<file path="config.mk">
export PLATFORM = sky130hd
export DESIGN_NAME = fib_seq_ctrl
export DESIGN_NICKNAME = d
export VERILOG_FILES = /design/src/rtl/fib_seq_ctrl.sv
export SDC_FILE = /design/constraint.sdc
export NUM_CORES = 1
export LEC_CHECK = 0
export CAP_MARGIN = 20
export CORE_UTILIZATION = 45
export DETAILED_ROUTE_END_ITERATION = 16
export GPL_TIMING_DRIVEN = 0
export PLACE_DENSITY = 0.76
export SYNTH_ARGS = -nofsm -noshare
export SYNTH_HDL_FRONTEND = slang
export SYNTH_SLANG_ARGS = --single-unit
</file>
<file path="constraint.sdc">
create_clock -name clk -period 7.3 [get_ports clk]
set_input_delay 1.46 -clock clk [delete_from_list [all_inputs] [get_ports clk]]
set_output_delay 1.46 -clock clk [all_outputs]
set_load 0.02 [all_outputs]
</file>
<file path="src/rtl/fib_seq_ctrl.sv">
`default_nettype none
// ============================================================================
// Module      : fib_seq_ctrl
// Description : Streams the first N Fibonacci terms F(0)..F(N-1) over a
//               valid/ready output port. The sequence is cut short, with a
//               sticky overflow flag, if the next term would not fit in WIDTH.
// Revision    : 1.0 - initial release
// ============================================================================
module fib_seq_ctrl #(
    parameter int WIDTH = 32,
    parameter int CNT_W = 8
) (
    input  logic             clk,
    input  logic             rst,
    input  logic             cmd_valid,
    input  logic [CNT_W-1:0] cmd_count,
    output logic             cmd_ready,
    input  logic             abort,
    output logic             out_valid,
    input  logic             out_ready,
    output logic [WIDTH-1:0] out_data,
    output logic [CNT_W-1:0] out_index,
    output logic             out_last,
    output logic             busy,
    output logic             done,
    output logic             ovf
);

    localparam logic [1:0]       c_st_idle = 2'd0;
    localparam logic [1:0]       c_st_run  = 2'd1;
    localparam logic [1:0]       c_st_done = 2'd2;
    localparam logic [WIDTH-1:0] c_b_init  = {{(WIDTH-1){1'b0}}, 1'b1};
    localparam logic [CNT_W-1:0] c_cnt_one = {{(CNT_W-1){1'b0}}, 1'b1};

    logic [1:0]       r_state;
    logic [1:0]       w_state_nxt;
    logic [WIDTH-1:0] r_a;
    logic [WIDTH-1:0] r_b;
    logic [CNT_W-1:0] r_k;
    logic [CNT_W-1:0] r_n;
    logic             r_ovf;
    logic             r_ovf_pending;

    logic             w_cmd_hs;
    logic             w_xfer;
    logic             w_last;
    logic [CNT_W-1:0] w_n_m1;
    logic [WIDTH:0]   w_sum;

    // Handshakes, final-term detection and the carry-preserving sum
    assign w_cmd_hs = cmd_valid && cmd_ready;
    assign w_xfer   = out_valid && out_ready;
    assign w_n_m1   = r_n - c_cnt_one;
    assign w_last   = (r_k == w_n_m1) || r_ovf_pending;
    assign w_sum    = {1'b0, r_a} + {1'b0, r_b};

    assign cmd_ready = (r_state == c_st_idle);
    assign out_valid = (r_state == c_st_run);
    assign out_last  = out_valid && w_last;
    assign busy      = (r_state == c_st_run) || (r_state == c_st_done);
    // An abort arriving in DONE suppresses the completion pulse
    assign done      = (r_state == c_st_done) && !abort;
    assign out_data  = r_a;
    assign out_index = r_k;
    assign ovf       = r_ovf;

    // State register
    always_ff @(posedge clk) begin
        if (rst) begin
            r_state <= c_st_idle;
        end else begin
            r_state <= w_state_nxt;
        end
    end

    // Next-state logic; abort outranks a concurrent term transfer
    always_comb begin
        w_state_nxt = r_state;
        case (r_state)
            c_st_idle: begin
                if (cmd_valid) begin
                    w_state_nxt = (cmd_count != '0) ? c_st_run : c_st_done;
                end
            end
            c_st_run: begin
                if (abort) begin
                    w_state_nxt = c_st_idle;
                end else if (w_xfer && w_last) begin
                    w_state_nxt = c_st_done;
                end
            end
            c_st_done: begin
                w_state_nxt = c_st_idle;
            end
            default: begin
                w_state_nxt = c_st_idle;
            end
        endcase
    end

    // Term generator: loads on a command, advances one term per transfer
    always_ff @(posedge clk) begin
        if (rst) begin
            r_a           <= '0;
            r_b           <= c_b_init;
            r_k           <= '0;
            r_n           <= '0;
            r_ovf         <= 1'b0;
            r_ovf_pending <= 1'b0;
        end else if (w_cmd_hs) begin
            r_a           <= '0;
            r_b           <= c_b_init;
            r_k           <= '0;
            r_n           <= cmd_count;
            r_ovf         <= 1'b0;
            r_ovf_pending <= 1'b0;
        end else if ((r_state == c_st_run) && !abort && w_xfer) begin
            if (w_last) begin
                // Truncated only if the overflow stopped us before term N-1
                if (r_ovf_pending && (r_k < w_n_m1)) begin
                    r_ovf <= 1'b1;
                end
            end else begin
                r_a <= r_b;
                r_b <= w_sum[WIDTH-1:0];
                r_k <= r_k + c_cnt_one;
                // Old b still fits and is emitted next, but nothing after it
                if (w_sum[WIDTH]) begin
                    r_ovf_pending <= 1'b1;
                end
            end
        end
    end

endmodule
`default_nettype wire

</file>
* Yosys cells after proc, flatten, opt, wreduce, memory -nomap -nowiden *
Cells that the tools add are included.

operators by class
  add/subtract/negate cells = 3
  $lt $le $gt $ge = 1
  equality and inequality tests = 5
  multiplexer cells = 5
  bitwise operators = 1
  reductions and logical operators = 18

operator list
  cell                 count
  $add 32x32->33       1
  $add 8x1->8 const B  1
  $eq 8x8->1           1
  $logic_and 1x1->1    8
  $lt 8x8->1           1
  $mux 2               4
  $reduce_bool 8->1    1
  $sub 8x1->8 const B  1
  $reduce_and 3->1     2
  $pmux 2 s2           1
  $reduce_and 2->1     2
  $ne 3x2->1 const B   1
  $eq 2x1->1 const B   1
  $eq 2x2->1 const B   1
  $logic_not 2->1      1
  $logic_or 1x1->1     2
  $ne 2x2->1 const B   1
  $reduce_or 2->1      1
  $logic_not 1->1      1
  $not 1->1            1

storage, ports and cells
  register bits = 84
  bits of input ports = 13
  output and inout port bits = 46
  logic and storage cells = 40

* Depth between registers and ports, before layout *
  depth in word-level cells = 7
  mapped depth = 14
  mapped depth without buffers = 13

* Least setup slack after synthesis *
No wires, ideal clock.

  path type = input-to-output
  from = in abort
  to = out done
  data arrival time = 1.764 ns
  data required time = 5.840 ns
  path slack = 4.076 ns
  stages = 1
  buffers on the path = 0
  path through = nor2b_1

between the ends
  longest elaborated chain between the ends = 2

ends and longest elaborated chain
  element            RTL line  text
  start, declared    18        input logic abort,
  $logic_not 1->1    62        assign done = (r_state == c_st_done) && !abort;
  $logic_and 1x1->1  62
  end, declared      25        output logic done,

Every way passes these cells.

* Worst setup path after layout *
  from = reg r_n[0]
  to = out out_last

between the ends
  longest elaborated chain between the ends = 4

ends and longest elaborated chain
  element                 RTL line  text
  start, declared         40        logic [CNT_W-1:0] r_n;
  start signal, assigned  114       r_n <= cmd_count;
  $sub 8x1->8             53        assign w_n_m1 = r_n - c_cnt_one;
  $eq 8x8->1              54        assign w_last = (r_k == w_n_m1) || r_ovf_pending;
  $logic_or 1x1->1        54
  $logic_and 1x1->1       59        assign out_last = out_valid && w_last;
  end, declared           23        output logic out_last,

Every way passes these cells.

==> reports/metrics.yaml <==
route:
  ant_nets: 0
  first_pass_iters: 5
  first_iter_violations: 225
  drt-total-wl_um: 12900
  via_per_inst: 5.56
  wl_per_cell_um: 14.9
  vias: 4830
  drc: 0
cts:
  cts_setup_buffers: 0
  hold_buffers: 0
  clk_pin_slew_ns: 0.08
  root_buffer: "clkbuf_8"
  insertion_delay_ns: 0.38
  cts_tree: "built"
  cts.repair.resized: 0
  cts_buffers: 9
  clock_sinks: 84
  htree_levels: 3
  clockBufferDepth: 2
finish:
  area_growth_pct: 19.3
  final_area_um2: 6050
  nets: 783
  diodes: 0
  fillers: 1023
  drive_gt1_frac: 0.0522
timing:
  rsz0062_at_grt: "no"
  fin_crit_sh: 0.593
  relSlewSlack: 0.527
  fin_crit_ns: 4.33
  finClkSkew_ns: 0.0128
  worst_slew_pin_slew_ns: 0.707
  finalHoldViolCount: 0
  setup_tns_ns: 0
  finalMaxSlewViolations: 0
  fmax_mhz: 231
  setup_viol: 0
synthesis:
  syn_inst: 655
  syn_nets: 714
  synth_edf_count: 0
  async_flop_share: 0
  yosys_register_bits: 84
  synth_top_area_cell: "dfxtp_1"
  ys_top_cells_by_area: "dfxtp_1, ha_1, nand2_1, a21oi_1, xnor2_1"
  ys_seq_area_frac: 0.332
  synth_top_area_share: 0.332
  synthTopCellsByCount: "nand2_1, a21oi_1, dfxtp_1"
  netlist_area_um2: 5070
  synth_warnings: 0
  synth_cell_types: 56
  yosys.cell_count.top_type: "nand2_1"
  synthFlopType: "dfxtp_1"
  synth_area_per_cell_um2: 7.74
setup_path:
  cp_num_buf_inv: 2
  cpLargestDelayFamily: "buffers and inverters"
  crit_slowest_cell: "clkdlybuf4s50_1"
  arrival_ns: 2.87
  crit_chain: "inv_1 -> ha_1 -> nand2_1 -> nor3_1 -> xnor2_1 -> ha_1 -> nand4_1 -> o21bai_1 -> and2_1 -> clkdlybuf4s50_1"
  start_kind: "flip-flop"
  cpMostUsedCell: "ha_1"
  cpPeakStageDelay_ns: 0.59
  endpoint_kind: "primary output"
  critical_path_class: "reg -> out"
  cp_max_fo: 4
  required_ns: 5.84
floorplan:
  dieArea_um2: 11700
  io_pins: 59
  dieWidth_um: 108
  core-area_um2: 10900
  initial_utilization: 0.465
  chipHeight_um: 108
  rows: 38
global_route:
  antenna_found_initial: 0
  grtUsageTotal: 0.235
  grt_remaining_overflow: 0
  grt_pass1_vias: 4526
  grt_pass1_wl_um: 21500
  grt_max_degree: 14
place:
  gp_congestion: 0.910
  port_buffers: 58
  postPlaceCellArea_um2: 5820
  dp_hpwl_um: 9530
power:
  p_leak_uw: 0.00234
  ir_worst_vdd_v: 0.000113
  powerDensity_nw_per_um2: 157
hold_path:
  min_path_type: "reg -> reg"
job:
  maxCapViolations: 0
run_status:
  status: "completed"
[state kept, by name, indices dropped and copies added, names as in the netlist]
name / count
out_index: 8
ovf: 1
r_n: 8
r_ovf_pending: 1
r_b: 32
out_data: 32
r_state: 2
[cell families (layout without fill, tap and decap cells)]
group           Yosys count  in the layout  share of synthesized area
mux                       1              1                    0.00198
compound gates          178            178                      0.209
flops                    84             84                      0.332
xor+xnor                 39             39                     0.0674
simple gates            258            258                      0.227
buf+inv                  49            122                     0.0477
fa+ha+maj                46             46                      0.115
[per-stage QoR]
| stage | worst slack (ns) | std cells | total power [µW] | hold WS, ns | utilization |
|---|---|---|---|---|---|
| finish | 2.97 | 868 | 950 | 0.472 | 0.555 |
| CTS | 2.94 | 868 | 957 | 0.474 | 0.555 |
| floorplan | 4.08 | 655 | 542 | 0.445 | - |
| global placement | 3.23 | 853 | 575 | 0.459 | 0.535 |
| detailed placement | 3.24 | 853 | 577 | 0.462 | 0.535 |
| global route | 2.75 | 868 | 988 | 0.500 | 0.555 |
[final cells by class]
type | instances | area [µm²] | area share
well taps | 140 | 175 | 0.0290
clock inverters | 4 | 72.6 | 0.0120
clock buffers | 11 | 151 | 0.0250
repair buffers | 58 | 581 | 0.0960
inverters | 13 | 48.8 | 0.00807
plain buffers | 36 | 193 | 0.0319
flip-flops and latches | 84 | 1680 | 0.278
multi-input cells | 522 | 3140 | 0.520
[tightest hold or removal path, cell delays in order, from the launching register on]
cell and delay [ns]:
dfxtp_1 0.32, nand2_1 0.05, a21oi_1 0.05
[power by group]
group | internal, µW | switching [µW] | total [µW] | leakage, µW
Clock | 209 | 174 | 383 | 0.000111
Sequential | 463 | 5.04 | 468 | 0.000678
Combinational | 37.2 | 61.9 | 99.2 | 0.00155
[placed cells by master (no fill, tap or decap), types with 6 or more instances in the layout]
| cell type | n |
|---|---|
| dfxtp_1 | 84 |
| o21bai_1 | 6 |
| clkbuf_8 | 11 |
| inv_1 | 13 |
| o21a_1 | 8 |
| nor4_1 | 6 |
| o21ai_0 | 25 |
| nand2_1 | 144 |
| nor2_1 | 37 |
| clkdlybuf4s50_1 | 58 |
| xnor2_1 | 26 |
| a21o_1 | 14 |
| nor3_1 | 6 |
| a21oi_1 | 95 |
| ha_1 | 45 |
| clkbuf_1 | 24 |
| nand4_1 | 9 |
| nor2b_1 | 6 |
| nand3_1 | 27 |
| xor2_1 | 13 |
[layer usage]
metal  vias up  wire, µm  track usage  share of wire
li1       2423         -            -              -
met4         0       294       0.0773          0.023
met1      2248      5830        0.287           0.45
met5         -         0            0              0
met3        27       685       0.0645          0.053
met2       132      6110        0.397           0.47
[final timing paths]
path / startpoint / to / slack [ns] / depth (start not counted)
setup / recovery: r_n[0]$_SDFFE_PP0P_ / out_last / 2.97 / 10
hold / removal: r_n[7]$_SDFFE_PP0P_ / r_n[7]$_SDFFE_PP0P_ / 0.47 / 2
setup reg to reg: r_n[0]$_SDFFE_PP0P_ / r_b[20]$_SDFFE_PP0P_ / 4.11 / 14
hold reg to reg: r_n[7]$_SDFFE_PP0P_ / r_n[7]$_SDFFE_PP0P_ / 0.47 / 2
Power figures use the tool's default switching activity.
